[src/rtl/button_debounce_pkg.sv]
// Shared debounce definitions: FSM state encodings and the counter-width helper.
package button_debounce_pkg;

    typedef enum logic {
        STABLE_LOW  = 1'b0,
        STABLE_HIGH = 1'b1
    } deb_state_e;

    // A 1- or 2-cycle qualifier still needs a 1-bit counter to be representable.
    function automatic int deb_cnt_width(input int cycles);
        return (cycles <= 2) ? 1 : $clog2(cycles);
    endfunction

endpackage

[src/rtl/debounce_channel.sv]
// One debounce channel: 2-flop synchronizer, qualification counter, 2-state FSM.
// Optional one-cycle rising-edge strobe when BUTTON_PULSE_EN is defined.
module debounce_channel
    import button_debounce_pkg::*;
#(
    parameter int DEBOUNCE_CYCLES = 1000
) (
    input  logic i_clock,
    input  logic i_reset,
    input  logic i_button,
    output logic o_signal
`ifdef BUTTON_PULSE_EN
    ,
    output logic o_pulse
`endif
);

    localparam int              CNT_W    = deb_cnt_width(DEBOUNCE_CYCLES);
    localparam logic [CNT_W-1:0] CNT_LAST = CNT_W'(DEBOUNCE_CYCLES - 1);

    logic             sync1_q;
    logic             sync2_q;
    deb_state_e       state_q;
    deb_state_e       state_d;
    logic [CNT_W-1:0] cnt_q;
    logic [CNT_W-1:0] cnt_d;

    always_ff @(posedge i_clock) begin
        if (i_reset) begin
            sync1_q <= 1'b0;
            sync2_q <= 1'b0;
            state_q <= STABLE_LOW;
            cnt_q   <= '0;
        end else begin
            sync1_q <= i_button;
            sync2_q <= sync1_q;
            state_q <= state_d;
            cnt_q   <= cnt_d;
        end
    end

    // Any agreeing sample restarts qualification; the last disagreeing one flips state.
    always_comb begin
        state_d = state_q;
        cnt_d   = '0;
        if (sync2_q != logic'(state_q)) begin
            if (cnt_q == CNT_LAST) begin
                state_d = (state_q == STABLE_LOW) ? STABLE_HIGH : STABLE_LOW;
            end else begin
                cnt_d = cnt_q + 1'b1;
            end
        end
    end

    always_comb begin
        o_signal = (state_q == STABLE_HIGH);
    end

`ifdef BUTTON_PULSE_EN
    logic pulse_q;

    always_ff @(posedge i_clock) begin
        if (i_reset) begin
            pulse_q <= 1'b0;
        end else begin
            pulse_q <= (state_q == STABLE_LOW) && (state_d == STABLE_HIGH);
        end
    end

    assign o_pulse = pulse_q;
`endif

endmodule

[src/rtl/button_debounce.sv]
// Multi-channel pushbutton debouncer; each bit is an independent debounce_channel.
// Define BUTTON_PULSE_EN to add the o_pulse rising-edge strobe port.
module button_debounce
    import button_debounce_pkg::*;
#(
    parameter int N_BUTTON        = 1,
    parameter int DEBOUNCE_CYCLES = 1000
) (
    input  logic                i_clock,
    input  logic                i_reset,
    input  logic [N_BUTTON-1:0] i_button,
    output logic [N_BUTTON-1:0] o_signal
`ifdef BUTTON_PULSE_EN
    ,
    output logic [N_BUTTON-1:0] o_pulse
`endif
);

    generate
        for (genvar gi = 0; gi < N_BUTTON; gi++) begin : g_chan
            debounce_channel #(
                .DEBOUNCE_CYCLES(DEBOUNCE_CYCLES)
            ) u_chan (
                .i_clock (i_clock),
                .i_reset (i_reset),
                .i_button(i_button[gi]),
                .o_signal(o_signal[gi])
`ifdef BUTTON_PULSE_EN
                ,
                .o_pulse (o_pulse[gi])
`endif
            );
        end
    endgenerate

endmodule

[config.mk]
export PLATFORM = sky130hd
export DESIGN_NAME = button_debounce
export DESIGN_NICKNAME = d
export VERILOG_FILES = /design/src/rtl/button_debounce_pkg.sv /design/src/rtl/debounce_channel.sv /design/src/rtl/button_debounce.sv
export SDC_FILE = /design/constraint.sdc
export NUM_CORES = 1
export LEC_CHECK = 0
export BUFFER_PORTS_ARGS = -buffer_cell sky130_fd_sc_hd__buf_2
export CORE_AREA = 2 2 39 41
export CTS_BUF_LIST = sky130_fd_sc_hd__clkbuf_8 sky130_fd_sc_hd__clkbuf_16
export CTS_CLUSTER_DIAMETER = 150
export DETAILED_ROUTE_END_ITERATION = 12
export DIE_AREA = 0 0 41 43
export PLACE_DENSITY = 0.61
export SLEW_MARGIN = 20
export SYNTH_ARGS = -nofsm -noshare
export SYNTH_HDL_FRONTEND = slang
export SYNTH_SLANG_ARGS = --single-unit
[constraint.sdc]
create_clock -name i_clock -period 2.2 [get_ports i_clock]
set_clock_uncertainty 0.1 [all_clocks]
set_input_delay 0.44 -clock i_clock [delete_from_list [all_inputs] [get_ports i_clock]]
set_output_delay 0.44 -clock i_clock [all_outputs]
set_load 0.01 [all_outputs]
==> results of run 1 <==
[cell type report]
cell class | instances | share of cell area [%]
Multi-Input combinational cell | 42 | 43.0
Sequential cell | 13 | 41.8
Clock buffer | 3 | 6.63
Tap cell | 16 | 3.21
Timing Repair Buffer | 3 | 2.41
Inverter | 4 | 2.41
Clock inverter | 1 | 0.602
[Yosys cell counts]
| cell type | count | area, um^2 |
|---|---|---|
| dfxtp_1 | 13 | 260 |
| nor2_1 | 6 | 22.5 |
| a21oi_1 | 5 | 25.0 |
| nand2_1 | 5 | 18.8 |
| inv_1 | 4 | 15.0 |
| o21ai_0 | 3 | 15.0 |
| o31ai_1 | 3 | 22.5 |
| or3_1 | 3 | 18.8 |
| or4_1 | 3 | 22.5 |
| xor2_1 | 3 | 26.3 |
| nand3_1 | 2 | 10.0 |
| nor2b_1 | 2 | 12.5 |
| a221oi_1 | 1 | 8.76 |
| ha_1 | 1 | 12.5 |
| nand3_2 | 1 | 10.0 |
| nand4_1 | 1 | 6.26 |
| nand4bb_1 | 1 | 11.3 |
| o311ai_2 | 1 | 16.3 |
| xnor2_1 | 1 | 8.76 |
[state kept, by name (all words and copies together), names as in the netlist]
register	count
g_chan.u_chan.sync1_q	1
g_chan.u_chan.o_signal	1
g_chan.u_chan.cnt_q	10
g_chan.u_chan.sync2_q	1
[routing by layer]
layer,wire length (um),up-vias,part of all wire (%)
met4,15,0,1.6
li1,-,227,-
met3,6,2,0.66
met5,0,-,0
met2,467,1,51
met1,421,198,46
[worst max-delay path by stage]
| stage | to | slack, ns | depth (start not counted) |
|---|---|---|---|
| after floorplan | g_chan[0].u_chan.o_signal$_SDFFE_PP0P_ | 0.69 | 4 |
| after global placement | g_chan[0].u_chan.cnt_q[3]$_SDFF_PP0_ | 0.54 | 4 |
| after detailed placement | g_chan[0].u_chan.cnt_q[3]$_SDFF_PP0_ | 0.50 | 4 |
| after CTS | g_chan[0].u_chan.cnt_q[3]$_SDFF_PP0_ | 0.50 | 4 |
| after global routing | g_chan[0].u_chan.cnt_q[3]$_SDFF_PP0_ | 0.33 | 4 |
| final | g_chan[0].u_chan.cnt_q[3]$_SDFF_PP0_ | 0.52 | 4 |
[power breakdown]
part	switching, mW	internal, mW	leakage (nW)	total (mW)
Clock	0.0771	0.123	0.0269	0.200
Sequential	0.00116	0.238	0.105	0.239
Combinational	0.00457	0.00353	0.0708	0.00810
Total	0.0828	0.364	0.203	0.447
[logic make-up after synthesis]
logic type | Yosys count | synth area share (%)
buf+inv | 4 | 2.76
fa+ha+maj | 1 | 2.30
flops | 13 | 47.9
simple gates | 24 | 24.4
compound gates | 13 | 16.1
xor+xnor | 4 | 6.45
==> impl_metrics.ini, run 1 <==
[run_status]
status = completed

[finish]
instances_no_fill = 82
stdcell_area_um2 = 623
drive_gt1_share_pct = 12.1
multiInputGateArea_um2 = 268
fillers = 145
layout_commonest_cell = dfxtp_1
final_core_util_pct = 45.0
antenna_cells = 0
syn_to_final_growth_pct = 14.7
seqCellArea_um2 = 260
final_nets = 71
final_cell_mix = dfxtp_1 (13), nor2_1 (6), inv_1 (5), nand2_1 (5), a21oi_1 (5)

[global_routing]
grt_pass1_wl_um = 1620
overflow = 0
busiest_layer = met2
globalRouteMet2Util_pct = 19.1
grt_pass1_vias = 409
grt_start_max_net_pins = 8
use_met1_pct = 17.8
grt.met3_usage_pct = 3.14
antenna_found_initial = 0
grt_usage_pct = 14.1

[sta]
tns_ns = 0
relSlewSlack_pct = 62.9
final-max-slew-violation-count = 0
min_period_ns = 1.68
post-route-period-util_pct = 76.5
timing.hold.ws_ns = 0.310
fin_ws_ns = 0.516
tightest_slew_ns = 0.556
finalSetupViolCount = 0
timing.fmax_ghz = 0.594
rsz0062_at_grt = false
hold_viol = 0

[setup_path]
crit_start = g_chan[0].u_chan.cnt_q[0]$_SDFF_PP0_
required_ns = 2.21
endpoint_kind = flip-flop
critPathBufInv = 0
cp-start-kind = flip-flop
cp.arrival_ns = 1.69
worstSetupPathType = flip-flop to flip-flop
crit_path_cell_trace = ha_1 > nand4bb_1 > o311ai_2 > nor2_1
r2r-end = g_chan[0].u_chan.cnt_q[3]$_SDFF_PP0_
path_delay_family = compound AO/OA/AOI/OAI gates
ff2ff_setup_slack_ns = 0.52
r2r_cells = 4
worst_path_max_delay_cell = o311ai_2
r2r-start = g_chan[0].u_chan.cnt_q[0]$_SDFF_PP0_
critPathMaxFanout = 7
cp_slowest_stage_delay_ns = 0.56

[min_path]
hold_path_depth = 2
hold_class = input pin to flip-flop
hold_path_end = g_chan[0].u_chan.o_signal$_SDFFE_PP0P_
hp-start = i_reset

[floorplanning]
rows = 14
io_pins = 4
core_um2 = 1380
die-area_um2 = 1760
die_x_um = 41
initial_core_util_pct = 39.2
die_h_um = 43

[route]
ant_nets = 0
drt_iter0_drc = 3
drt_first_pass_iters = 4
drt-total-wl_um = 911
viasPerCell = 5.22
drc = 0
wl_per_cell_um = 11.1
vias = 428

[logic_synthesis]
ys_types = 19
ys_seq_elements = 13
syn_inst = 59
ys_seq_area_share_pct = 47.9
synth_nets = 63
syn_area_per_cell_um2 = 9.20
yosysWarnings = 0
syn_area_um2 = 543

[clock_network]
max-clock-path-buffers = 2
cts_sinks = 13
cts_tree = built
cts_max_level = 1
cts_buffers = 3
cts_root_buf = clkbuf_8
clk_pin_slew_ns = 0.05
clk_latency_ns = 0.24
postCtsSetupBuffers = 0
cts_resized = 0
cts_hold_buffers = 0

[power_and_ir_drop]
peakVddDrop_mv = 0.389
p_leak_nw = 0.203
p_per_area_nw_per_um2 = 717
p_total_mw = 0.447

[place]
placed_cell_area_um2 = 578
dp.cells = 78
dpl_worst_slack_ns = 0.497
dpl.hpwl_um = 697
place.gp.congestion = 0.746
numPortBuffers = 3

[run]
max_cap_viol_count = 0
No activity file was read; power rests on OpenSTA's default activity.
==> run 2: changes to the inputs <==
--- a/config.mk
+++ b/config.mk
@@ -5,13 +5,14 @@
 export SDC_FILE = /design/constraint.sdc
 export NUM_CORES = 1
 export LEC_CHECK = 0
+export ABC_AREA = 1
 export BUFFER_PORTS_ARGS = -buffer_cell sky130_fd_sc_hd__buf_2
 export CORE_AREA = 2 2 39 41
 export CTS_BUF_LIST = sky130_fd_sc_hd__clkbuf_8 sky130_fd_sc_hd__clkbuf_16
 export CTS_CLUSTER_DIAMETER = 150
 export DETAILED_ROUTE_END_ITERATION = 12
 export DIE_AREA = 0 0 41 43
-export PLACE_DENSITY = 0.61
+export PLACE_DENSITY = 0.67
 export SLEW_MARGIN = 20
 export SYNTH_ARGS = -nofsm -noshare
 export SYNTH_HDL_FRONTEND = slang
==> constraint.sdc (replaced) <==
create_clock -name i_clock -period 1.7 [get_ports i_clock]
set_clock_uncertainty 0.1 [all_clocks]
set_input_delay 0.34 -clock i_clock [delete_from_list [all_inputs] [get_ports i_clock]]
set_output_delay 0.34 -clock i_clock [all_outputs]
set_load 0.01 [all_outputs]
==> impl_metrics.ini, run 2 <==
[finish]
top_register = g_chan.u_chan.cnt_q
final_cell_mix = nand2_1 (17), nor2_1 (17), inv_1 (16), dfxtp_1 (13), nand3_1 (4)
final_core_util_pct = 51.0
largest_reg_flops = 10
multiInputGateArea_um2 = 309
final_nets = 97
antenna_cells = 0
drive_gt1_share_pct = 16.3
fillers = 135
seqCellArea_um2 = 260
syn_to_final_growth_pct = 12.8

[logic_synthesis]
synth_edf_count = 0
syn_inst = 85
synth_area_leaders = dfxtp_1 (42%), nand2_1 (10%), nor2_1 (10%)
netlist.area_leader.share_pct = 41.6
ys_types = 18
async_reset_ff_share_pct = 0
synth_common_cells = nand2_1 (17), nor2_1 (17), inv_1 (15)
ys_seq_area_share_pct = 41.6
yosysWarnings = 0
synth_ff_type = dfxtp_1
syn_area_per_cell_um2 = 7.36
ys_seq_elements = 13
yosysTopAreaCell = dfxtp_1
synth_nets = 89
syn_area_um2 = 626

[setup_path]
r2r_cells = 6
r2r-start = g_chan[0].u_chan.cnt_q[0]$_SDFF_PP0_
critPathBufInv = 1
r2r-end = g_chan[0].u_chan.cnt_q[6]$_SDFF_PP0_
endpoint_kind = flip-flop
path_delay_family = simple AND/OR/NAND/NOR gates
ff2ff_setup_slack_ns = 0.44
worst_path_max_delay_cell = dfxtp_1
crit_path_cell_trace = ha_1 > nand2_1 > inv_1 > nand3_2 > nand2_4 > nor2_1
worstSetupPathType = flip-flop to flip-flop
required_ns = 1.74
crit_end = g_chan[0].u_chan.cnt_q[6]$_SDFF_PP0_
crit_start = g_chan[0].u_chan.cnt_q[0]$_SDFF_PP0_
path_depth = 6
cp_slowest_stage_delay_ns = 0.36
critPathMaxFanout = 9
cp.arrival_ns = 1.30
cp-start-kind = flip-flop

[sta]
hold_viol = 0
relSlewSlack_pct = 84.8
finalSetupViolCount = 0
rsz0062_at_grt = false
timing.fmax_ghz = 0.794
tightest_slew_ns = 0.226
min_period_ns = 1.26
tns_ns = 0
post-route-period-util_pct = 74.0
final-max-slew-violation-count = 0

[floorplanning]
die_x_um = 41
die-area_um2 = 1760
core_um2 = 1380
io_pins = 4
die_h_um = 43
initial_core_util_pct = 45.2
rows = 14

[place]
dpl.hpwl_um = 732
numPortBuffers = 3
place.gp.congestion = 0.849

[global_routing]
overflow = 0
grt_pass1_wl_um = 1870
grt_pass1_vias = 487
antenna_found_initial = 0
grt_usage_pct = 16.1
grt_start_max_net_pins = 10

[route]
wl_per_cell_um = 9.28
viasPerCell = 4.50
vias = 486
drt_iter0_drc = 10
ant_nets = 0
drt_first_pass_iters = 3
drc = 0
drt-total-wl_um = 1000

[run]
max_cap_viol_count = 0

[min_path]
hold_class = input pin to flip-flop

[clock_network]
clk_pin_slew_ns = 0.06
cts_sinks = 13
cts_hold_buffers = 0
clk_latency_ns = 0.24
cts_root_buf = clkbuf_8
cts_max_level = 1
cts_tree = built
max-clock-path-buffers = 2
postCtsSetupBuffers = 0
cts_resized = 0
cts_buffers = 3

[power_and_ir_drop]
peakVddDrop_mv = 0.679
p_leak_nw = 0.261
p_per_area_nw_per_um2 = 838

[run_status]
status = completed
## run 2: changes by cell type after synthesis, moves of 3 or more
cell     previous run  this run
o21ai_0             3         0
or3_1               3         0
or4_1               3         0
nor2_1              6        17
inv_1               4        15
nand2_1             5        17
o31ai_1             3         0
a21oi_1             5         2
## run 2: through the flow
step	cells	setup WS, ns	power (mW)	hold slack [ns]	cell area (um^2)
2_1_floorplan	85	0.543	0.323	0.288	626
3_3_place_gp	104	0.476	0.327	0.290	661
3_5_place_dp	104	0.425	0.327	0.292	661
4_1_cts	108	0.421	0.594	0.201	706
5_1_grt	108	0.341	0.611	0.223	706
6_report	108	0.441	0.591	0.199	706
## run 2: worst min-delay path by stage
stage	from	endpoint	slack, ns	cells after the start
floorplan	g_chan[0].u_chan.sync1_q$_SDFF_PP0_	g_chan[0].u_chan.sync2_q$_SDFF_PP0_	0.29	2
global route	i_button	g_chan[0].u_chan.sync1_q$_SDFF_PP0_	0.22	3
detailed placement	g_chan[0].u_chan.sync1_q$_SDFF_PP0_	g_chan[0].u_chan.sync2_q$_SDFF_PP0_	0.29	2
global placement	g_chan[0].u_chan.sync1_q$_SDFF_PP0_	g_chan[0].u_chan.sync2_q$_SDFF_PP0_	0.29	2
finish	i_button	g_chan[0].u_chan.sync1_q$_SDFF_PP0_	0.20	3
CTS	i_button	g_chan[0].u_chan.sync1_q$_SDFF_PP0_	0.20	3
## run 2: power by group
part	switching, mW	internal [mW]	total, mW	leakage [nW]
Sequential	0.00148	0.308	0.309	0.105
Clock	0.111	0.159	0.271	0.0269
Combinational	0.00668	0.00468	0.0114	0.128
Total	0.120	0.472	0.591	0.261
## run 2: final cells by class
class,count,share of cell area (%)
multi-input combinational,57,43.8
sequential,13,36.9
inverter,15,7.98
clock buffer,3,5.85
tap,16,2.84
timing repair buffer,3,2.13
clock inverter,1,0.532
## run 2: cell families after synthesis
kind of cell / Yosys count / share of synthesized area [%]
and+or+nand+nor: 48 / 37.4
buffers and inverters: 15 / 9.00
DFF: 13 / 41.6
AOI/OAI and AO/OA: 4 / 4.40
xor gates and xnor gates: 4 / 5.60
adders and majority gates: 1 / 2.00
## run 2: layer usage
layer  vias to the layer above  global-route usage [%]  share of wire, %
met5                         -                       0                 0
met4                         0                    8.00               1.5
met2                         3                    22.2                47
li1                        271                       -                 -
met1                       210                    21.2                49
met3                         2                    6.28               2.4
## run 2: worst reg2reg max path, stage by stage, from the launching register on
cell and delay (ns):
dfxtp_1 0.36, ha_1 0.22, nand2_1 0.08, inv_1 0.11
nand3_2 0.10, nand2_4 0.13, nor2_1 0.06
